**src/rtl/seg_pkg.sv**
```systemverilog
`default_nettype none
// ============================================================================
// Module   : seg_pkg
// Purpose  : Shared seven-segment definitions for the scan decoder and the
//            display driver's encoder. Glyphs are active-low, {g,f,e,d,c,b,a}.
// Revision : 1.0 - initial release
// ============================================================================
package seg_pkg;

  // Number of multiplexed digit positions on the display bus
  localparam int c_num_digits = 4;

  // Glyph patterns, 0 = segment lit
  localparam logic [6:0] c_glyph_0     = 7'h40;
  localparam logic [6:0] c_glyph_1     = 7'h79;
  localparam logic [6:0] c_glyph_2     = 7'h24;
  localparam logic [6:0] c_glyph_3     = 7'h30;
  localparam logic [6:0] c_glyph_4     = 7'h19;
  localparam logic [6:0] c_glyph_5     = 7'h12;
  localparam logic [6:0] c_glyph_6     = 7'h02;
  localparam logic [6:0] c_glyph_7     = 7'h78;
  localparam logic [6:0] c_glyph_8     = 7'h00;
  localparam logic [6:0] c_glyph_9     = 7'h10;
  localparam logic [6:0] c_glyph_a     = 7'h08;
  localparam logic [6:0] c_glyph_b     = 7'h03;
  localparam logic [6:0] c_glyph_c     = 7'h46;
  localparam logic [6:0] c_glyph_d     = 7'h21;
  localparam logic [6:0] c_glyph_e     = 7'h06;
  localparam logic [6:0] c_glyph_f     = 7'h0E;
  localparam logic [6:0] c_glyph_blank = 7'h7F;

  // One decoded digit: binary value plus undecodable flag
  typedef struct packed {
    logic       err;
    logic [3:0] val;
  } digit_t;

  // Value-to-glyph mapping used by the display driver's encoder
  function automatic logic [6:0] glyph_encode(input logic [3:0] v);
    case (v)
      4'h0:    return c_glyph_0;
      4'h1:    return c_glyph_1;
      4'h2:    return c_glyph_2;
      4'h3:    return c_glyph_3;
      4'h4:    return c_glyph_4;
      4'h5:    return c_glyph_5;
      4'h6:    return c_glyph_6;
      4'h7:    return c_glyph_7;
      4'h8:    return c_glyph_8;
      4'h9:    return c_glyph_9;
      4'hA:    return c_glyph_a;
      4'hB:    return c_glyph_b;
      4'hC:    return c_glyph_c;
      4'hD:    return c_glyph_d;
      4'hE:    return c_glyph_e;
      default: return c_glyph_f;
    endcase
  endfunction

endpackage
`default_nettype wire

```
**src/rtl/seg_glyph_decode.sv**
```systemverilog
`default_nettype none
// ============================================================================
// Module   : seg_glyph_decode
// Purpose  : Combinational glyph-to-digit decode. Unknown patterns return
//            value 0 with the error flag set.
// Config   : SEG_SCAN_HEX_EN - when defined, glyphs A..F decode to 10..15;
//            otherwise they are undecodable (BCD-only build).
// Revision : 1.0 - initial release
// ============================================================================
module seg_glyph_decode
  import seg_pkg::*;
(
  input  logic [6:0] seg,
  output digit_t     digit
);

  // Pattern match against the shared glyph table; anything unmatched is an error
  always_comb begin
    digit = '{err: 1'b1, val: 4'h0};
    case (seg)
      c_glyph_0: digit = '{err: 1'b0, val: 4'h0};
      c_glyph_1: digit = '{err: 1'b0, val: 4'h1};
      c_glyph_2: digit = '{err: 1'b0, val: 4'h2};
      c_glyph_3: digit = '{err: 1'b0, val: 4'h3};
      c_glyph_4: digit = '{err: 1'b0, val: 4'h4};
      c_glyph_5: digit = '{err: 1'b0, val: 4'h5};
      c_glyph_6: digit = '{err: 1'b0, val: 4'h6};
      c_glyph_7: digit = '{err: 1'b0, val: 4'h7};
      c_glyph_8: digit = '{err: 1'b0, val: 4'h8};
      c_glyph_9: digit = '{err: 1'b0, val: 4'h9};
`ifdef SEG_SCAN_HEX_EN
      c_glyph_a: digit = '{err: 1'b0, val: 4'hA};
      c_glyph_b: digit = '{err: 1'b0, val: 4'hB};
      c_glyph_c: digit = '{err: 1'b0, val: 4'hC};
      c_glyph_d: digit = '{err: 1'b0, val: 4'hD};
      c_glyph_e: digit = '{err: 1'b0, val: 4'hE};
      c_glyph_f: digit = '{err: 1'b0, val: 4'hF};
`endif
      default:   digit = '{err: 1'b1, val: 4'h0};
    endcase
  end

endmodule
`default_nettype wire

```
**src/rtl/seg_scan_decoder.sv**
```systemverilog
`default_nettype none
// ============================================================================
// Module   : seg_scan_decoder
// Purpose  : Samples a multiplexed seven-segment seg/an bus and rebuilds the
//            four displayed digits. Flags collisions, bad glyphs and a
//            stalled scan.
// Config   : SEG_SCAN_HEX_EN (in seg_glyph_decode) enables A..F decoding.
// Revision : 1.0 - initial release
// ============================================================================
module seg_scan_decoder
  import seg_pkg::*;
#(
  parameter int STABLE_CYCLES  = 4,
  parameter int TIMEOUT_CYCLES = 1048576
)(
  input  logic        clk,
  input  logic        rst,
  input  logic [6:0]  seg,
  input  logic [3:0]  an,
  output logic [15:0] digits,
  output logic [3:0]  digit_err,
  output logic        frame_valid,
  output logic        collision,
  output logic        stale
);

  localparam int              c_tw      = (TIMEOUT_CYCLES < 2) ? 1 : $clog2(TIMEOUT_CYCLES + 1);
  localparam logic [7:0]      c_stable  = 8'(STABLE_CYCLES);
  localparam logic [c_tw-1:0] c_timeout = c_tw'(TIMEOUT_CYCLES);

  // Sample stage and the previous sample it is compared against
  logic [6:0] r_seg, r_seg_prev;
  logic [3:0] r_an, r_an_prev;

  // Dwell tracking
  logic [7:0] r_dwell;
  logic       r_armed;

  // Pending frame
  digit_t     r_pend [c_num_digits];
  logic [3:0] r_pend_mask;

  // Committed frame and status
  logic [15:0]     r_digits;
  logic [3:0]      r_digit_err;
  logic            r_frame_valid;
  logic [c_tw-1:0] r_tcnt;
  logic            r_stale;

  // Combinational decisions
  logic [3:0]  w_an_lo;
  logic [3:0]  w_an_dup;
  logic        w_multi;
  logic        w_single;
  logic        w_same;
  logic [7:0]  w_dwell_inc;
  logic [7:0]  w_dwell_next;
  logic        w_capture;
  logic        w_commit;
  logic [3:0]  w_cap_mask;
  digit_t      w_decoded;
  logic [15:0] w_frame_val;
  logic [3:0]  w_frame_err;

  seg_glyph_decode u_decode (
    .seg   (r_seg),
    .digit (w_decoded)
  );

  // Anode classification: clearing the lowest set bit leaves residue only
  // when two or more anodes are active
  assign w_an_lo  = ~r_an;
  assign w_an_dup = w_an_lo & (w_an_lo - 4'd1);
  assign w_multi  = |w_an_dup;
  assign w_single = (|w_an_lo) & ~w_multi;

  assign w_same      = (r_seg == r_seg_prev) && (r_an == r_an_prev);
  assign w_dwell_inc = (r_dwell >= c_stable) ? c_stable : (r_dwell + 8'd1);
  // A collision restarts the dwell so it can never build toward a capture
  assign w_dwell_next = w_multi ? 8'd0 : (w_same ? w_dwell_inc : 8'd1);

  assign w_capture = r_armed & w_single & (w_dwell_next == c_stable);
  assign w_commit  = (r_pend_mask == 4'hF);

  // Capture target is the single active anode
  for (genvar gi = 0; gi < c_num_digits; gi++) begin : g_cap_mask
    assign w_cap_mask[gi] = w_capture & w_an_lo[gi];
  end

  // Collision reported once, on the first sample of the offending pattern
  assign collision = w_multi & ~w_same;

  // Flatten the pending slots into the output layout
  always_comb begin
    w_frame_val = '0;
    w_frame_err = '0;
    for (int i = 0; i < c_num_digits; i++) begin
      w_frame_val[4*i +: 4] = r_pend[i].val;
      w_frame_err[i]        = r_pend[i].err;
    end
  end

  // Input sample register and one-deep history for stability comparison
  always_ff @(posedge clk or negedge rst) begin
    if (!rst) begin
      r_seg      <= c_glyph_blank;
      r_an       <= 4'hF;
      r_seg_prev <= c_glyph_blank;
      r_an_prev  <= 4'hF;
    end else begin
      r_seg      <= seg;
      r_an       <= an;
      r_seg_prev <= r_seg;
      r_an_prev  <= r_an;
    end
  end

  // Dwell counter and one-capture-per-dwell arming
  always_ff @(posedge clk or negedge rst) begin
    if (!rst) begin
      r_dwell <= 8'd0;
      r_armed <= 1'b1;
    end else begin
      r_dwell <= w_dwell_next;
      if (!w_same) begin
        r_armed <= 1'b1;
      end else if (w_capture) begin
        r_armed <= 1'b0;
      end
    end
  end

  // Pending slots; newest capture overwrites, and a capture coinciding with
  // a commit starts the next frame's mask
  always_ff @(posedge clk or negedge rst) begin
    if (!rst) begin
      r_pend_mask <= 4'h0;
      for (int i = 0; i < c_num_digits; i++) begin
        r_pend[i] <= '0;
      end
    end else begin
      for (int i = 0; i < c_num_digits; i++) begin
        if (w_cap_mask[i]) begin
          r_pend[i] <= w_decoded;
        end
      end
      if (w_commit) begin
        r_pend_mask <= w_cap_mask;
      end else begin
        r_pend_mask <= r_pend_mask | w_cap_mask;
      end
    end
  end

  // Frame commit: publish the completed pending set for one cycle pulse
  always_ff @(posedge clk or negedge rst) begin
    if (!rst) begin
      r_digits      <= 16'h0000;
      r_digit_err   <= 4'h0;
      r_frame_valid <= 1'b0;
    end else begin
      r_frame_valid <= w_commit;
      if (w_commit) begin
        r_digits    <= w_frame_val;
        r_digit_err <= w_frame_err;
      end
    end
  end

  // Scan-stall watchdog: saturating counter cleared by any capture
  always_ff @(posedge clk or negedge rst) begin
    if (!rst) begin
      r_tcnt  <= '0;
      r_stale <= 1'b0;
    end else if (w_capture) begin
      r_tcnt  <= '0;
      r_stale <= 1'b0;
    end else begin
      if (r_tcnt != c_timeout) begin
        r_tcnt <= r_tcnt + c_tw'(1);
      end
      if (r_tcnt == c_timeout) begin
        r_stale <= 1'b1;
      end
    end
  end

  assign digits      = r_digits;
  assign digit_err   = r_digit_err;
  assign frame_valid = r_frame_valid;
  assign stale       = r_stale;

endmodule
`default_nettype wire

```
**config.mk**
```make
export PLATFORM = sky130hd
export DESIGN_NAME = seg_scan_decoder
export DESIGN_NICKNAME = d
export VERILOG_FILES = /design/src/rtl/seg_pkg.sv /design/src/rtl/seg_glyph_decode.sv /design/src/rtl/seg_scan_decoder.sv
export SDC_FILE = /design/constraint.sdc
export NUM_CORES = 1
export LEC_CHECK = 0
export CORE_MARGIN = 2
export CORE_UTILIZATION = 57
export DETAILED_ROUTE_END_ITERATION = 10
export PLACE_DENSITY = 0.8
export SLEW_MARGIN = 0
export SYNTH_ARGS = -nofsm -noshare
export SYNTH_HDL_FRONTEND = slang
export SYNTH_SLANG_ARGS = --single-unit
```
**constraint.sdc**
```tcl
create_clock -name clk -period 2.7 [get_ports clk]
set_input_delay 0.54 -clock clk [delete_from_list [all_inputs] [get_ports clk]]
set_output_delay 0.54 -clock clk [all_outputs]
set_load 0.01 [all_outputs]
```
==> summary.txt <==
Status
  • Status: completed

Final layout
  • Commonest non-fill, non-tap cell in the layout: dfrtp_1
  • Layout cells sized above 1: around 15%
  • Post-layout net count: 421
  • Most frequent cells in the layout: dfrtp_1 (75), nand2_1 (68), nor2_1 (34)
  • Layout fillers: approximately 540
  • Area Growth Syn to Fin: 16.8%
  • Multi-input combinational cell area: 1600 µm²
  • FF/Latch Area: between 2000 and 2500 µm²
  • ANT cells: 0

Clocking
  • Worst skew pair latency: around 0.35 ns
  • CTS tree: built
  • Total CTS buffers: 9
  • Clk sinks: between 90 and 100
  • Max clock buf depth: 2
  • Hold-fix buffers at CTS: 0
  • Clock Pin Slew Worst Setup and Hold Paths: 0.09 ns
  • H-Tree Depth: 3
  • Clk root buf: clkbuf_8

Flow run
  • MaxCap Viol Count: 0

Synthesis
  • Largest area contributor in the netlist: dfrtp_1
  • Yosys cell types: 46
  • Synth Cell Area: roughly 4100 µm²
  • Sequential cell area fraction in the yosys report: about three fifths
  • Post-synth EDFFs: 0
  • Post-synth top area share: 45.3%
  • Area contributors post-synth: dfrtp_1 (45%), dfstp_2 (15%), nand2_1 (6.2%), mux2_1 (5.4%), xor2_1 (4.0%)
  • Synth warn: 0
  • Ys flop type: dfrtp_1
  • Ys async rst share: 100%
  • Cells after synthesis: 357
  • Synthesized flop and latch total: 98
  • Mean post-synth cell area: 11.6 µm²

Route
  • DR vias: 2702
  • Routed Antenna Nets: 0
  • Total Routed Length: 7370 µm
  • DR WL/cell: 14.5 µm
  • Initial DRC count: 127
  • First-pass DRT Iterations: 4
  • # DRC: 0
  • Avg Vias per Cell: 5.32

Worst setup path
  • Worst path required time: between 2 and 2.5 ns
  • Kind of critical path: register to primary output
  • CP Launch Type: register
  • Worst-path fanout max: 7
  • Critical Path AT: ~1.8 ns
  • CP endpoint kind: primary output

Power and ir drop
  • Leak pwr: 2.28 nW
  • Max VDD drop: between 0.3 and 0.4 mV
  • PwrDens: 548 nW/µm²

Floorplanning
  • Total die area: 7970 µm²
  • I/O pin count: 36
  • Die Ht: 89.3 µm
  • Row count: 31
  • Core area: between 7000 and 8000 µm²
  • Die X: 89.3 µm
  • Initial core utilization: between 50 and 60%

STA
  • Final min period: roughly 2.3 ns
  • Final setup vio count: 0
  • Slew Viols, Final: 0
  • Max Clock Skew: 0.0107 ns
  • Fin Setup TNS: 0 ns
  • RSZ-0062 raised after global routing: no
  • Fin. Hold Viols: 0
  • Least-Margin Pin Slew: ~0.68 ns
  • F_max: 429 MHz
  • Worst hold slack: 0.233 ns
  • Worst relative slew slack: 54.4%
  • Crit share post-route: a little under nine tenths

Placed design
  • Number of I/O port buffers: 35
  • Detailed placer's ending HPWL: between 4000 and 5000 µm
  • RePlAce Congestion: ~0.85

Global route
  • First-pass GRT wire length: 12600 µm
  • Initial antenna violation count: 0
  • Pin count of the biggest net entering global routing: 55
  • Gr ovfl total: 0
  • Vias in the first global route: 2705
  • GRT Util Overall: just over 20%

Hold path
  • Hold crit path type: primary input to asynchronous set/reset pin
worst paths after layout:
check	endpoint	startpoint	slack, ns	cells after the start
setup / recovery	collision	r_an[0]$_DFF_PN1_	0.37	5
setup reg to reg	r_pend[15]$_DFFE_PN0P_	r_an[0]$_DFF_PN1_	0.49	6
hold reg to reg	r_seg_prev[5]$_DFF_PN1_	r_seg[5]$_DFF_PN1_	0.41	0
min in group clk	r_seg_prev[5]$_DFF_PN1_	r_seg[5]$_DFF_PN1_	0.41	0
max in group asynchronous	r_armed$_DFFE_PN1P_	rst	1.73	2
hold / removal	digits[7]$_DFFE_PN0P_	rst	0.23	1
critical path: stages (launching register included):
cell and delay (ns):
dfstp_2 0.63, xor2_1 0.12, nor4_4 0.26, nand3_4 0.10, and2_1 0.17, dlymetal6s2s_1 0.16
flip-flops by register name (all words and copies together), names as in the netlist, 4 cells and up:
register and cells:
r_tcnt 21, r_pend 20, digits 16, r_dwell 8, r_seg 7, r_seg_prev 7, digit_err 4, r_an 4
r_an_prev 4, r_pend_mask 4
cells by family (layout without fill, tap and decap cells):
kind of cell,count (synthesis),count (layout),share of synthesized area (%)
other,1,5,0.0905
adder cells (fa/ha/maj),5,5,1.45
flip-flops,98,98,59.9
AO/OA/AOI/OAI,20,20,3.74
AND/OR/NAND/NOR,159,159,19.8
multiplexers,21,21,5.68
buffers and inverters,20,68,2.36
XOR/XNOR,33,33,6.98
power by group:
| group | internal (mW) | total (mW) | switching, mW |
|---|---|---|---|
| Clock | 0.386 | 0.864 | 0.477 |
| Sequential | 1.54 | 1.61 | 0.0674 |
| Combinational | 0.0792 | 0.180 | 0.100 |
routing by layer:
metal | up-vias | GRT usage (%) | share of wire [%] | routed length (µm)
met4 | 0 | 8.96 | 1.8 | 133
met1 | 1347 | 26.3 | 45 | 3280
met2 | 60 | 34.3 | 50 | 3700
met5 | - | 0 | 0 | 0
met3 | 13 | 4.52 | 3.5 | 257
li1 | 1282 | - | - | -
repair_timing:
item	CTS	global route
buffers inserted	4	0
endpoints found under the setup margin	1	1
gates resized for setup	2	2
Yosys cell counts (all sizes together), types with 4 or more instances:
| cell | number |
|---|---|
| dfrtp | 75 |
| nand2 | 68 |
| nor2 | 34 |
| dfstp | 23 |
| mux2 | 20 |
| xor2 | 19 |
| xnor2 | 14 |
| nor3 | 13 |
| nand3 | 12 |
| nor4 | 10 |
| inv | 9 |
| and3 | 6 |
| buf | 6 |
| a21o | 5 |
| clkbuf | 5 |
| a211oi | 4 |
| ha | 4 |
through the flow:
stage / instances / worst slack (ns) / util [%] / power [mW] / cell area, µm²
2_1_floorplan: 361 / 0.600 / - / 1.73 / 4160
5_1_grt: 508 / 0.283 / 67.8 / 2.77 / 4840
6_report: 508 / 0.368 / 67.8 / 2.65 / 4840
4_1_cts: 508 / 0.0152 / 67.7 / 2.68 / 4830
3_5_place_dp: 488 / 0.322 / 64.6 / 1.81 / 4610
3_3_place_gp: 488 / 0.340 / 64.6 / 1.80 / 4610
cell type report:
cell class | count | share of cell area (%)
Timing Repair Buffer | 43 | 8.74
Inverter | 9 | 0.698
Multi-Input combinational cell | 243 | 33.0
Tap cell | 99 | 2.56
Sequential cell | 98 | 51.3
Clock buffer | 12 | 3.21
Clock inverter | 4 | 0.543
Note: power is estimated with default switching activity, not from simulation.
